### config.mk
export PLATFORM = sky130hd
export DESIGN_NAME = mmio_responder
export DESIGN_NICKNAME = d
export VERILOG_FILES = /design/src/rtl/mmio_responder_pkg.sv /design/src/rtl/countdown_timer.sv /design/src/rtl/mmio_responder.sv
export SDC_FILE = /design/constraint.sdc
export NUM_CORES = 1
export LEC_CHECK = 0
export CAP_MARGIN = 25
export CORE_MARGIN = 5
export CORE_UTILIZATION = 45
export CTS_BUF_LIST = sky130_fd_sc_hd__clkbuf_8
export DETAILED_ROUTE_END_ITERATION = 8
export PLACE_DENSITY = 0.85
export SLEW_MARGIN = 20
export SYNTH_ARGS = -nofsm -noshare
export SYNTH_HDL_FRONTEND = slang
export SYNTH_HIERARCHICAL = 1
export SYNTH_SLANG_ARGS = --single-unit
### constraint.sdc
create_clock -name clock -period 2.3 [get_ports clock]
set_clock_uncertainty 0.05 [all_clocks]
set_input_delay 0.46 -clock clock [delete_from_list [all_inputs] [get_ports clock]]
set_output_delay 0.46 -clock clock [all_outputs]
set_load 0.01 [all_outputs]
### src/rtl/mmio_responder_pkg.sv
// Shared definitions for the MMIO responder: I/O register offsets and the
// bus FSM state encoding.
package mmio_responder_pkg;

   localparam logic [1:0] LEDS_OFS   = 2'd0;
   localparam logic [1:0] SW_OFS     = 2'd1;
   localparam logic [1:0] TIMER_OFS  = 2'd2;
   localparam logic [1:0] STRIKE_OFS = 2'd3;

   typedef enum logic [1:0] {
      IDLE     = 2'd0,
      RAM_WAIT = 2'd1,
      RESP     = 2'd2
   } state_t;

endpackage

### src/rtl/countdown_timer.sv
// Prescaled saturating 16-bit down counter; a load restarts the prescaler.
module countdown_timer #(
   parameter int TICK_DIV = 50000000
) (
   input  logic        clock,
   input  logic        reset,
   input  logic        load,
   input  logic [15:0] loadVal,
   output logic [15:0] value,
   output logic        timeUp
);

   localparam int PW = (TICK_DIV > 1) ? $clog2(TICK_DIV) : 1;
   localparam logic [PW-1:0] LAST = PW'(TICK_DIV - 1);

   logic [PW-1:0] presc;

   // A load on a wrap edge wins: the decrement is dropped and the prescaler restarts.
   always_ff @(posedge clock or negedge reset) begin
      if (!reset) begin
         presc <= '0;
         value <= '0;
      end else if (load) begin
         presc <= '0;
         value <= loadVal;
      end else if (presc == LAST) begin
         presc <= '0;
         if (value != 16'd0) value <= value - 16'd1;
      end else begin
         presc <= presc + 1'b1;
      end
   end

   assign timeUp = (value == 16'd0);

endmodule

### src/rtl/mmio_responder.sv
// Single-outstanding load/store responder: decodes into block RAM or the
// game I/O registers and returns a one-cycle response pulse.
module mmio_responder
   import mmio_responder_pkg::*;
#(
   parameter int          RAM_DEPTH = 16384,
   parameter logic [15:0] IO_BASE   = 16'hFF00,
   parameter int          TICK_DIV  = 50000000
) (
   input  logic        clock,
   input  logic        reset,
   input  logic        reqValid,
   output logic        reqReady,
   input  logic        reqWe,
   input  logic [15:0] reqAddr,
   input  logic [15:0] reqWData,
   output logic        respValid,
   output logic [15:0] respRData,
   output logic [15:0] ramAddr,
   output logic        ramWe,
   output logic [15:0] ramWData,
   input  logic [15:0] ramRData,
   input  logic [9:0]  switches,
   output logic [9:0]  leds,
   output logic        timeUp,
   output logic [1:0]  strikes,
   output logic        errFlag
);

   localparam logic [16:0] RAM_LIM = 17'(RAM_DEPTH);

   state_t      state, nxt;
   logic        accept, isIo, isRam;
   logic [15:0] ioOfs, ioRd, respReg, timerVal;
   logic [9:0]  sw1, swSync;
   logic        timerLoad;

   assign ioOfs = reqAddr - IO_BASE;
   assign isIo  = (ioOfs < 16'd4);
   assign isRam = !isIo && ({1'b0, reqAddr} < RAM_LIM);
   // Gating with reset keeps the RAM strobe quiet while reset is held.
   assign accept    = reqValid && (state == IDLE) && reset;
   assign timerLoad = accept && isIo && reqWe && (ioOfs[1:0] == TIMER_OFS);

   always_ff @(posedge clock or negedge reset) begin
      if (!reset) state <= IDLE;
      else        state <= nxt;
   end

   always_comb begin
      nxt = state;
      case (state)
         IDLE:     if (accept) nxt = (isRam && !reqWe) ? RAM_WAIT : RESP;
         RAM_WAIT: nxt = RESP;
         RESP:     nxt = IDLE;
         default:  nxt = IDLE;
      endcase
   end

   always_comb begin
      reqReady  = (state == IDLE);
      respValid = (state == RESP);
      respRData = (state == RESP) ? respReg : 16'd0;
      ramWe     = accept && isRam && reqWe;
      ramAddr   = (accept && isRam) ? reqAddr : 16'd0;
      ramWData  = (accept && isRam && reqWe) ? reqWData : 16'd0;
   end

   always_comb begin
      case (ioOfs[1:0])
         LEDS_OFS:  ioRd = {6'd0, leds};
         SW_OFS:    ioRd = {6'd0, swSync};
         TIMER_OFS: ioRd = timerVal;
         default:   ioRd = {14'd0, strikes};
      endcase
   end

   // RAM loads overwrite the accept-edge zero once the RAM data arrives.
   always_ff @(posedge clock or negedge reset) begin
      if (!reset)                 respReg <= '0;
      else if (accept)            respReg <= (isIo && !reqWe) ? ioRd : 16'd0;
      else if (state == RAM_WAIT) respReg <= ramRData;
   end

   always_ff @(posedge clock or negedge reset) begin
      if (!reset) begin
         leds    <= '0;
         strikes <= '0;
         errFlag <= 1'b0;
         sw1     <= '0;
         swSync  <= '0;
      end else begin
         sw1    <= switches;
         swSync <= sw1;
         if (accept && isIo && reqWe && (ioOfs[1:0] == LEDS_OFS)) leds <= reqWData[9:0];
         if (accept && isIo && reqWe && (ioOfs[1:0] == STRIKE_OFS) && (strikes != 2'd3))
            strikes <= strikes + 2'd1;
         if (accept && !isIo && !isRam) errFlag <= 1'b1;
      end
   end

   countdown_timer #(.TICK_DIV(TICK_DIV)) u_timer (
      .clock   (clock),
      .reset   (reset),
      .load    (timerLoad),
      .loadVal (reqWData),
      .value   (timerVal),
      .timeUp  (timeUp)
   );

endmodule
After elaboration in Yosys (flattened, before gate mapping)
Cells that the tools add are included.
{"block": "word_totals", "ff_bits": 93, "out_inout_bits": 65}
{"block": "op_classes", "muxes": 15, "eq_ne": 8, "n_reduce_logical": 26, "n_lt_le_gt_ge": 2, "n_addsub": 4}
{"op": "2-to-1 mux 16 bit", "count": 9}
{"op": "2-to-1 mux 26 bit", "count": 2}
{"op": "case mux 16 bit (3 select lines)", "count": 1}
{"op": "adder 26 x 1 -> 26 bit, second input constant", "count": 1}
{"op": "== test 26 bit, second input constant", "count": 1}
{"op": "logical NOT 16 bit", "count": 1}
{"op": "less-than comparator 16 x 15 -> 1 bit, second input constant", "count": 1}
{"op": "less-than comparator 16 x 3 -> 1 bit, second input constant", "count": 1}
{"op": "nonzero test 16 bit", "count": 1}
{"op": "subtractor 16 x 1 -> 16 bit, second input constant", "count": 1}
{"op": "subtractor 16 bit, second input constant", "count": 1}
{"op": "logical AND 1 bit", "count": 15}
{"op": "== test 2 bit, second input constant", "count": 3}
{"op": "nonzero test 2 bit", "count": 3}
{"op": "== test 2 x 1 -> 1 bit, second input constant", "count": 2}
{"op": "logical NOT 2 bit", "count": 2}
{"op": "2-to-1 mux 2 bit", "count": 2}
{"op": "case mux 2 bit (2 select lines)", "count": 1}
{"op": "logical NOT 1 bit", "count": 3}
{"op": "adder 2 x 1 -> 2 bit, second input constant", "count": 1}
{"op": "inequality test 2 x 1 -> 1 bit, second input constant", "count": 1}
{"op": "inequality test 2 bit, second input constant", "count": 1}
{"op": "AND reduction 2 bit", "count": 1}

Logic depth before layout (Yosys ltp)
Gate-level depths: netlist of the first run.
{"block": "depth", "depth_word": 8, "ltp_mapped": 9, "mapped_depth_nobuf": 7}

Hierarchy
Netlist of the first run, hierarchy kept.
{"mod": "mmio_responder", "seq_area_each_um2": 1276.2, "cells_per_inst": 229, "area_each_um2": 2456.1, "n_inst": 1}
{"mod": "countdown_timer", "seq_area_each_um2": 1051.0, "cells_per_inst": 242, "area_each_um2": 2262.2, "n_inst": 1}

Worst setup path before layout of the first run
No wires, ideal clock.
{"block": "synth_path", "kind": "input-to-reg", "from": "in reqAddr[4]", "to": "reg u_timer.presc[17]", "n_path_buf": 2, "t_arrival_ns": 2.721, "setup_time_ns": 0.132, "t_required_ns": 2.118, "stages": 8, "setup_slack_ns": -0.603, "path_cell_list": "or4_4 -> nor4_4 -> and4_2 -> clkbuf_1 -> clkinv_1 -> o21ai_1 -> clkbuf_1 -> nor2_1"}
{"block": "synth_between", "elab_chain_len": 6}
{"item": "start: declaration", "line_no": "mmio_responder.sv:15", "text": "input logic [15:0] reqAddr,"}
{"item": "subtractor 16 bit", "line_no": "mmio_responder.sv:38", "text": "assign ioOfs = reqAddr - IO_BASE;"}
{"item": "less-than comparator 16 x 3 -> 1 bit", "line_no": "mmio_responder.sv:39", "text": "assign isIo = (ioOfs < 16'd4);"}
{"item": "logical AND 1 bit (3 in series)", "line_no": "mmio_responder.sv:43", "text": "assign timerLoad = accept && isIo && reqWe && (ioOfs[1:0] == TIMER_OFS);"}
{"item": "net timerLoad", "line_no": "mmio_responder.sv:36", "text": "logic timerLoad;"}
{"item": "2-to-1 mux 26 bit", "line_no": "countdown_timer.sv:23", "text": "end else if (load) begin"}
{"item": "end signal: assignment", "line_no": "countdown_timer.sv:30", "text": "presc <= presc + 1'b1;"}
{"item": "end: declaration", "line_no": "countdown_timer.sv:16", "text": "logic [PW-1:0] presc;"}
The timed path passes the listed nets, and every way through them passes these cells.
A chain may end at the register's enable or synchronous reset.

Final worst setup path of the first run
{"block": "layout_path", "from": "reg state[1]", "to": "out ramWData[0]"}
{"block": "layout_between", "elab_chain_len": 6}
{"item": "start: declaration", "line_no": "mmio_responder.sv:32", "text": "state_t state, nxt;"}
{"item": "start signal: assignment", "line_no": "mmio_responder.sv:47", "text": "else state <= nxt;"}
{"item": "logical NOT 2 bit", "line_no": "mmio_responder.sv:42", "text": "assign accept = reqValid && (state == IDLE) && reset;"}
{"item": "logical AND 1 bit (2 in series)", "line_no": "mmio_responder.sv:42"}
{"item": "logical AND 1 bit (2 in series)", "line_no": "mmio_responder.sv:66", "text": "ramWData = (accept && isRam && reqWe) ? reqWData : 16'd0;"}
{"item": "2-to-1 mux 16 bit", "line_no": "mmio_responder.sv:66"}
{"item": "end: declaration", "line_no": "mmio_responder.sv:21", "text": "output logic [15:0] ramWData,"}
Every way passes these cells.

==> run_results.csv, run 1 <==
group,metric,value,unit
synthesis,synthMuxAreaShare,6.10,%
clock_network,cts_sinks,93,
sta,period_needed,2.45,ns
die,die_area,0.0126,mm²
routing,drt.antenna.violating_nets,0,
synthesis,synthArstFlopShare,100,%
critical_path,crit_type,"flop to output port",
critical_path,critical_path_arrival,1.94,ns
finish,fin_area,0.00711,mm²
sta,setup_viol,33,
routing,dr.first_iter.drc_count,436,
sta,fin_crit_sh,107,%
die,initial_core_util,45.9,%
placement,gp_congestion,0.946,
placement,io_buffers,124,
routing,wl_met1,6260,µm
finish,nets,729,
synthesis,post_synth_num_cell_types,60,
synthesis,synth.top_cell.area_share,49.3,%
critical_path,reg2regPathDepth,7,
routing,avgRoutedWirePerCell,20.4,µm
power,p_leak,3.29,nW
worst_hold_path,worstHoldPathType,"input port to asynchronous set/reset pin",
synthesis,synth_edf_count,0,
status,violations,"setup timing",
critical_path,r2r_slack,0,ns
critical_path,rr_endpoint,"u_timer/value[2]",
synthesis,synth_area_per_cell,10.0,µm²
synthesis,synth-xor-area-share,5.38,%
global_route,grt_pass1_vias,4727,
sta,rsz0062_at_grt,"true",
global_route,antenna_found_initial,2,
routing,dr.pass1.iters,5,
routing,route.vias.total,4772,
synthesis,yosysMostFrequentCell,"dfrtp_1",
status,status,"complete, but fails checks",
routing,wl,16400,µm
clock_network,cts_root_buf,"clkbuf_8",
sta,drv_slew,0,
power,p_per_area,449,mW/mm²
sta,setup_ws,-0.155,ns
synthesis,synth_area,0.00472,mm²
finish,finalNonFillerCells,806,
routing,routed_via_density,5.92,
placement,dp.cells,775,
sta,final_hold_viol_count,0,
global_route,grt_pass1_wl,24700,µm
clock_network,cts.clk_slew.worst_paths,0.09,ns
clock_network,htreeDepth,3,
routing,dr.max_layer_used,"met5",
clock_network,clk_latency,0.38,ns
critical_path,worstPathRequired,1.79,ns
synthesis,synth_seq_area_share,49.3,%
global_route,grt_max_degree,49,
global_route,grt_overflow,0,
finish,area_delta_synth_final,50.8,%
clock_network,cts_tree,"built",
sta,slew_headroom,55.4,%
synthesis,synth_ff_type,"dfrtp_1",
routing,dr_wl_met2,8040,µm
routing,met3WireLength,1370,µm
synthesis,yosysWarningCount,6,
run,drv_cap,0,
power,irDropWorstVdd,395,µV
die,rows,37,
sta,fmaxAchievable,0.407,GHz
synthesis,synth_common_cells,"dfrtp_1, nor2_1, and2_1, and3_1, nand2_1",
critical_path,crit_fanout,7,
critical_path,r2r_start,"u_timer/value[14]",
die,fp.dieW,112,µm
critical_path,end_kind,"output port",
die,io_pins,127,
sta,worstMarginPinSlew,0.662,ns
clock_network,clock_path_buffers,2,
synthesis,syn_inst,471,
synthesis,synth-compound-area-share,9.68,%
placement,place_ws,-0.540,ns
clock_network,cts_buffers,9,
critical_path,critPathLaunchType,"flop",
routing,drcViolationCount,0,
synthesis,synth_top_family_by_area,"simple AND/OR/NAND/NOR gates",
synthesis,synth_adder_area_share,0.796,%
placement,dpl.hpwl,10500,µm
finish,layout-drive-gt1-share,30.5,%
synthesis,synth_area_leader_cell,"dfrtp_1",
placement,dpl_cell_area,0.00656,mm²
synthesis,synth-seq-cells,93,
clock_network,holdBufCountCts,0,
synthesis,netlist_top_cells_area,"dfrtp_1, nor2_1, and2_1, and3_1, xor2_1",
global_route,grt_usage,24.4,%
die,fp.dieH,112,µm
synthesis,synth-simple-area-share,25.5,%
die,core,0.0103,mm²
==> registers in the layout (all words and copies together), names as in the netlist <==
name and flops:
errFlag 1, leds 10, respReg 16, state 2, strikes 2, sw1 10
swSync 10, u_timer/presc 26, u_timer/value 16
==> report_power, final <==
group	leakage (nW)	switching [mW]	internal [mW]	total (mW)
sequential	1.16	0.0185	1.67	1.69
clock	0.100	0.611	0.508	1.12
combinational	2.03	0.188	0.198	0.386
total	3.29	0.817	2.38	3.20
==> cell type report <==
type,instances,area (µm²)
fillers,707,3160
multi-input cells,346,2490
clock buffers,9,124
diodes,1,2.50
clock inverters,7,73.8
flip-flops and latches,93,2330
inverters,10,50.0
well taps,136,170
repair buffers,204,1870
==> timing repair <==
item,in CTS,in global routing
cloned,5,0
pin swaps,28,15
resized for setup,210,35
setup buffers,4,5
setup endpoints to repair,85,76
==> stage by stage <==
| stage | util [%] | setup TNS, ns | power [mW] | hold slack (ns) |
|---|---|---|---|---|
| global route | 69.2 | -5.33 | 3.31 | 0.195 |
| global placement | 63.9 | -35.59 | 2.06 | 0.281 |
| finish | 69.2 | -3.24 | 3.20 | 0.133 |
| detailed placement | 63.9 | -39.06 | 2.08 | 0.286 |
| CTS | 67.5 | -1.56 | 3.19 | 0.155 |
| floorplan | - | -1.83 | 1.83 | 0.114 |
==> cells in the final DEF, fill, tap and decap left out, types with 6 or more instances in the layout <==
| master | n |
|---|---|
| dfrtp_1 | 93 |
| a31oi_1 | 7 |
| and2_4 | 14 |
| dlygate4sd2_1 | 17 |
| xnor2_1 | 14 |
| buf_6 | 32 |
| nor2_1 | 52 |
| and3_4 | 12 |
| inv_1 | 6 |
| mux2i_1 | 10 |
| o21ai_0 | 21 |
| nand4_1 | 9 |
| clkdlybuf4s50_1 | 68 |
| dlymetal6s2s_1 | 6 |
| nand3_1 | 12 |
| buf_4 | 73 |
| and2_1 | 19 |
| mux2_2 | 10 |
| and3_1 | 18 |
| clkbuf_8 | 9 |
| nand2_1 | 23 |
| a32oi_1 | 8 |
| buf_2 | 6 |
| a21oi_1 | 17 |
| xor2_1 | 15 |
==> kinds of logic (layout without fill, tap and decap cells) <==
family          after synthesis  in the layout
buf+inv                      35            230
mux                          24             24
xor+xnor                     29             29
fa+ha+maj                     3              3
other cells                   1              3
simple gates                214            214
flops                        93             93
compound gates               72             74
==> routing by layer <==
layer / vias up / global-route usage, %
li1: 2064 / -
met1: 2340 / 30.1
met2: 293 / 40.5
met3: 73 / 5.28
met4: 2 / 12.2
met5: - / 0
==> worst max-delay path by stage <==
stage	start	slack, ns	endpoint
final	state[1]	-0.15	ramWData[0]
after global routing	state[1]	-0.21	ramWData[0]
after CTS	state[0]	-0.08	ramWData[0]
after detailed placement	reqValid	-0.54	ramAddr[11]
after global placement	reqValid	-0.46	ramWData[7]
after floorplan	reqAddr[7]	-0.1	u_timer/value[3]
==> worst max-delay path: stages, from the launching register on <==
cell and delay [ns]:
dfrtp_1 0.41, nor2_2 0.14, and3_4 0.20, nor3b_4 0.18
buf_6 0.17, buf_8 0.15, and3_4 0.20, buf_6 0.10
Note: power is estimated with default switching activity, not from simulation.
==> run 2: changes to the inputs <==
Settings changed: SETUP_SLACK_MARGIN from default to 0.05, SKIP_LAST_GASP from default to 1.
==> run_results.csv, run 2 (synthesized netlist as in run 1, its figures left out) <==
group,metric,value,unit
finish,reg_top3,"u_timer/presc (26), respReg (16), u_timer/value (16)",
sta,fin_crit_sh,109,%
global_route,grt_usage,26.0,%
sta,drv_slew,0,
die,rows,37,
clock_network,clk_latency,0.39,ns
die,fp.dieH,112,µm
critical_path,critPathLaunchType,"flop",
run,drv_cap,0,
sta,setup_viol,38,
global_route,grt_max_degree,50,
routing,drt.antenna.violating_nets,0,
sta,slew_headroom,53.3,%
routing,dr.first_iter.drc_count,438,
sta,period_needed,2.50,ns
die,core,0.0103,mm²
critical_path,reg2regPathDepth,7,
placement,dp.cells,773,
global_route,grt_pass1_vias,5031,
power,power,3.38,mW
status,violations,"setup timing",
sta,setup_ws,-0.203,ns
critical_path,end_kind,"output port",
placement,io_buffers,124,
power,p_leak,3.43,nW
finish,area_delta_synth_final,57.5,%
status,status,"complete, but fails checks",
placement,gp_congestion,0.904,
finish,regMostFlops,"u_timer/presc",
critical_path,critical_path_arrival,1.99,ns
global_route,grt_overflow,0,
clock_network,cts_tree,"built",
finish,multi_input_area,0.00266,mm²
finish,utilization,72.3,%
sta,fmaxAchievable,0.400,GHz
power,irDropWorstVdd,395,µV
clock_network,cts_root_buf,"clkbuf_8",
sta,rsz0062_at_grt,"true",
placement,place_ws,-0.568,ns
clock_network,cts_sinks,93,
finish,finalNonFillerCells,813,
clock_network,clock_path_buffers,2,
finish,nets,736,
sta,worstMarginPinSlew,0.694,ns
clock_network,cts.clk_slew.worst_paths,0.11,ns
finish,final_cell_mix,"dfrtp_1, buf_4, clkdlybuf4s50_1, nor2_1, buf_6",
die,fp.dieW,112,µm
routing,dr.pass1.iters,5,
routing,avgRoutedWirePerCell,23.2,µm
routing,routed_via_density,6.21,
sta,fin_hold_ws,0.0936,ns
worst_hold_path,worstHoldPathType,"input port to asynchronous set/reset pin",
finish,layout-drive-gt1-share,34.8,%
finish,fill_cells,652,
sta,final_hold_viol_count,0,
critical_path,crit_type,"flop to output port",
finish,final_common_cell,"dfrtp_1",
die,io_pins,127,
global_route,grt_pass1_wl,26300,µm
critical_path,crit_fanout,7,
finish,ff_latch_area,0.00233,mm²
critical_path,worstPathRequired,1.79,ns
finish,largest_reg_flops,26,
placement,dpl.hpwl,10500,µm
global_route,antenna_found_initial,1,
routing,route.vias.total,5052,
routing,drcViolationCount,0,
clock_network,cts_buffers,9,
die,die_area,0.0126,mm²
power,p_per_area,455,mW/mm²
die,initial_core_util,45.9,%
routing,wl,18900,µm
clock_network,htreeDepth,3,
run 2: stage by stage:
step | TNS [ns] | instance area (µm²)
after detailed placement | -42.61 | 6570
final | -4.73 | 7430
after CTS | -2.55 | 7100
after global placement | -37.21 | 6570
after global routing | -6.69 | 7430
after floorplan | -1.85 | 4800
run 2: final timing paths:
check                            startpoint                 to  slack, ns
min in group clock                   sw1[9]          swSync[9]       0.31
max in group asynchronous             reset            leds[1]       0.99
setup reg to reg           u_timer/value[9]  u_timer/value[12]      -0.09
hold reg to reg                      sw1[9]          swSync[9]       0.31
setup / recovery                   state[1]       ramWData[15]      -0.20
hold / removal                        reset         respReg[0]       0.09
run 2: where the power goes:
| group | switching (mW) | total [mW] | internal [mW] |
|---|---|---|---|
| combinational | 0.202 | 0.403 | 0.201 |
| clock | 0.651 | 1.28 | 0.632 |
| sequential | 0.0209 | 1.69 | 1.67 |
run 2: layout make-up:
type | count | share of cell area, %
clock buffers | 9 | 1.67
repair buffers | 212 | 26.8
diodes | 1 | 0.0337
flip-flops and latches | 93 | 31.3
clock inverters | 7 | 1.41
inverters | 10 | 0.673
well taps | 136 | 2.29
multi-input cells | 345 | 35.8
run 2: layer usage:
metal	global-route usage, %	wire [µm]	vias to the layer above	share of wire (%)
met5	0	0	-	0
met4	12.6	1300	0	6.9
met3	4.85	1580	125	8.4
met2	45.8	9110	417	48
met1	30.5	6870	2435	36
li1	-	-	2075	-
run 2: timing repair:
item	4_1_cts	5_1_grt
endpoints found under the setup margin	102	87
gates cloned	5	0
gates resized for setup	231	64
pin swaps	35	22
hold buffers	0	0
buffers inserted	10	9
run 2: worst max-delay path: stages (launching register included):
cell	delay, ns
dfrtp_1	0.41
nor2_2	0.13
and3_4	0.20
nor3b_4	0.25
buf_6	0.17
buf_8	0.15
and3_4	0.19
buf_6	0.10
==> run 3: changes to the inputs <==
Settings changed: CELL_PAD_IN_SITES_DETAIL_PLACEMENT from default to 1, CELL_PAD_IN_SITES_GLOBAL_PLACEMENT from default to 1, CORE_UTILIZATION 45 to 34.
==> run_results.csv, run 3 (synthesized netlist as in run 1, its figures left out) <==
group,metric,value,unit
status,status,"complete, but fails checks",
status,violations,"setup timing",
sta,worstMarginPinSlew,0.650,ns
placement,gp_congestion,0.823,
critical_path,end_kind,"output port",
critical_path,cpLargestDelayFamily,"simple AND/OR/NAND/NOR gates",
die,core,0.0137,mm²
routing,drt.antenna.violating_nets,0,
finish,final_common_cell,"dfrtp_1",
power,p_int,2.51,mW
routing,wl,21400,µm
routing,dr.pass1.iters,4,
global_route,grt_pass1_vias,5131,
finish,final_cell_mix,"dfrtp_1, buf_4, clkdlybuf4s50_1, nor2_1, buf_6",
power,p_sw,0.884,mW
die,rows,43,
power,irDropWorstVdd,349,µV
die,initial_core_util,34.4,%
critical_path,cpMostUsedCell,"buf_6",
power,power,3.40,mW
routing,routed_via_density,5.72,
run,drv_cap,0,
finish,nets,745,
critical_path,worstPathRequired,1.79,ns
power,power.share.combinational,12.4,%
clock_network,cts_sinks,93,
sta,setup_viol,37,
sta,final_hold_viol_count,0,
global_route,grt_usage,22.8,%
power,pwr-share-seq,50.0,%
critical_path,crit_type,"flop to output port",
clock_network,htreeDepth,3,
finish,layout-drive-gt1-share,34.6,%
power,p_leak,3.32,nW
die,die_area,0.0163,mm²
routing,avgRoutedWirePerCell,24.6,µm
placement,io_buffers,124,
clock_network,cts_buffers,9,
finish,reg_top3,"u_timer/presc (26), respReg (16), u_timer/value (16)",
clock_network,cts_root_buf,"clkbuf_8",
critical_path,crit_fanout,8,
critical_path,critPathLaunchType,"flop",
clock_network,clk_latency,0.38,ns
sta,fin_crit_sh,113,%
clock_network,clock_path_buffers,2,
finish,utilization,53.0,%
critical_path,crit_buf_inv,4,
sta,rsz0062_at_grt,"true",
placement,dpl_cell_area,0.00664,mm²
worst_hold_path,worstHoldPathType,"input port to asynchronous set/reset pin",
global_route,grt_pass1_wl,28900,µm
sta,slew_headroom,56.3,%
routing,route.vias.total,4958,
finish,fin_area,0.00727,mm²
power,p_clk_share,37.7,%
die,fp.dieW,128,µm
sta,period_needed,2.59,ns
global_route,antenna_found_initial,1,
sta,drv_slew,0,
sta,setup_ws,-0.291,ns
power,p_per_area,467,mW/mm²
critical_path,path_cells,"nor2_2 -> and3_4 -> nor3b_4 -> buf_6 -> buf_6 -> buf_16 -> and3_4 -> buf_6",
clock_network,cts.clk_slew.worst_paths,0.11,ns
routing,drcViolationCount,0,
clock_network,holdBufCountCts,0,
sta,fmaxAchievable,0.386,GHz
finish,largest_reg_flops,26,
routing,dr.first_iter.drc_count,438,
power,switching_share,26.0,%
die,fp.dieH,128,µm
clock_network,cts_tree,"built",
finish,area_delta_synth_final,54.1,%
global_route,grt_overflow,0,
global_route,grt_max_degree,49,
finish,regMostFlops,"u_timer/presc",
critical_path,slowest_stage,"dfrtp_1",
placement,dpl.hpwl,12500,µm
die,io_pins,127,
critical_path,slowest_delay,0.42,ns
critical_path,critical_path_arrival,2.08,ns
## run 3: cell count changes in the layout (fill, tap and decap cells not counted), sizes merged
cell and change:
inv -2, clkdlybuf4s50 -1, clkinv +2, dlygate4sd2 -17, diode +1, dlymetal6s2s +1, clkbuf +16, buf +10
## run 3: cell type report
cell class	count	area (µm²)
sequential	93	2330
tap	180	225
inverter	10	50.0
multi-input combinational	345	2500
antenna	2	5.00
clock buffer	9	124
fill	1521	6450
clock inverter	7	108
timing repair buffer	221	1930
## run 3: worst reg2reg max path: cells and delay by family (launching register included)
family	cells	cell delay (ns)
buffers and inverters	3	0.54
flip-flops	1	0.42
AND/OR/NAND/NOR	3	0.91
AO/OA/AOI/OAI	2	0.41
## run 3: worst paths after layout
check,startpoint,endpoint,slack [ns],cells after the start
worst min register to register,sw1[2],swSync[2],0.31,0
worst max register to register,u_timer/value[11],u_timer/value[3],-0.15,8
worst max-delay path,state[1],ramWData[0],-0.29,8
max in group asynchronous,reset,u_timer/presc[17],0.93,3
worst min-delay path,reset,swSync[2],0.19,2
min in group clock,sw1[2],swSync[2],0.31,0
## run 3: what timing repair did
item                                    in CTS  in global routing
gates cloned                                 5                  0
buffers inserted                            20                  7
pin swaps                                   19                 14
resized for setup                          201                 81
endpoints found under the setup margin      98                 91
## run 3: power by group through the flow
stage	combinational (mW)	sequential, mW	clock, mW
global placement	0.352	1.72	0
CTS	0.402	1.69	1.30
floorplan	0.109	1.72	0
global route	0.448	1.70	1.36
detailed placement	0.370	1.73	0
finish	0.421	1.70	1.28
## run 3: through the flow
stage	hold slack (ns)	TNS [ns]	instances	setup slack, ns
6_report	0.186	-6.92	867	-0.291
5_1_grt	0.239	-9.71	867	-0.349
4_1_cts	0.186	-4.91	860	-0.204
3_5_place_dp	0.287	-44.90	819	-0.608
3_3_place_gp	0.281	-37.28	819	-0.463
2_1_floorplan	0.114	-1.85	472	-0.0961
## run 3: layer usage
metal / wire (µm) / global-route usage, % / up-vias
met5: 0 / 0 / -
met4: 1120 / 8.80 / 0
met3: 1270 / 3.79 / 80
met2: 10900 / 40.2 / 265
met1: 8030 / 27.8 / 2520
li1: - / - / 2093
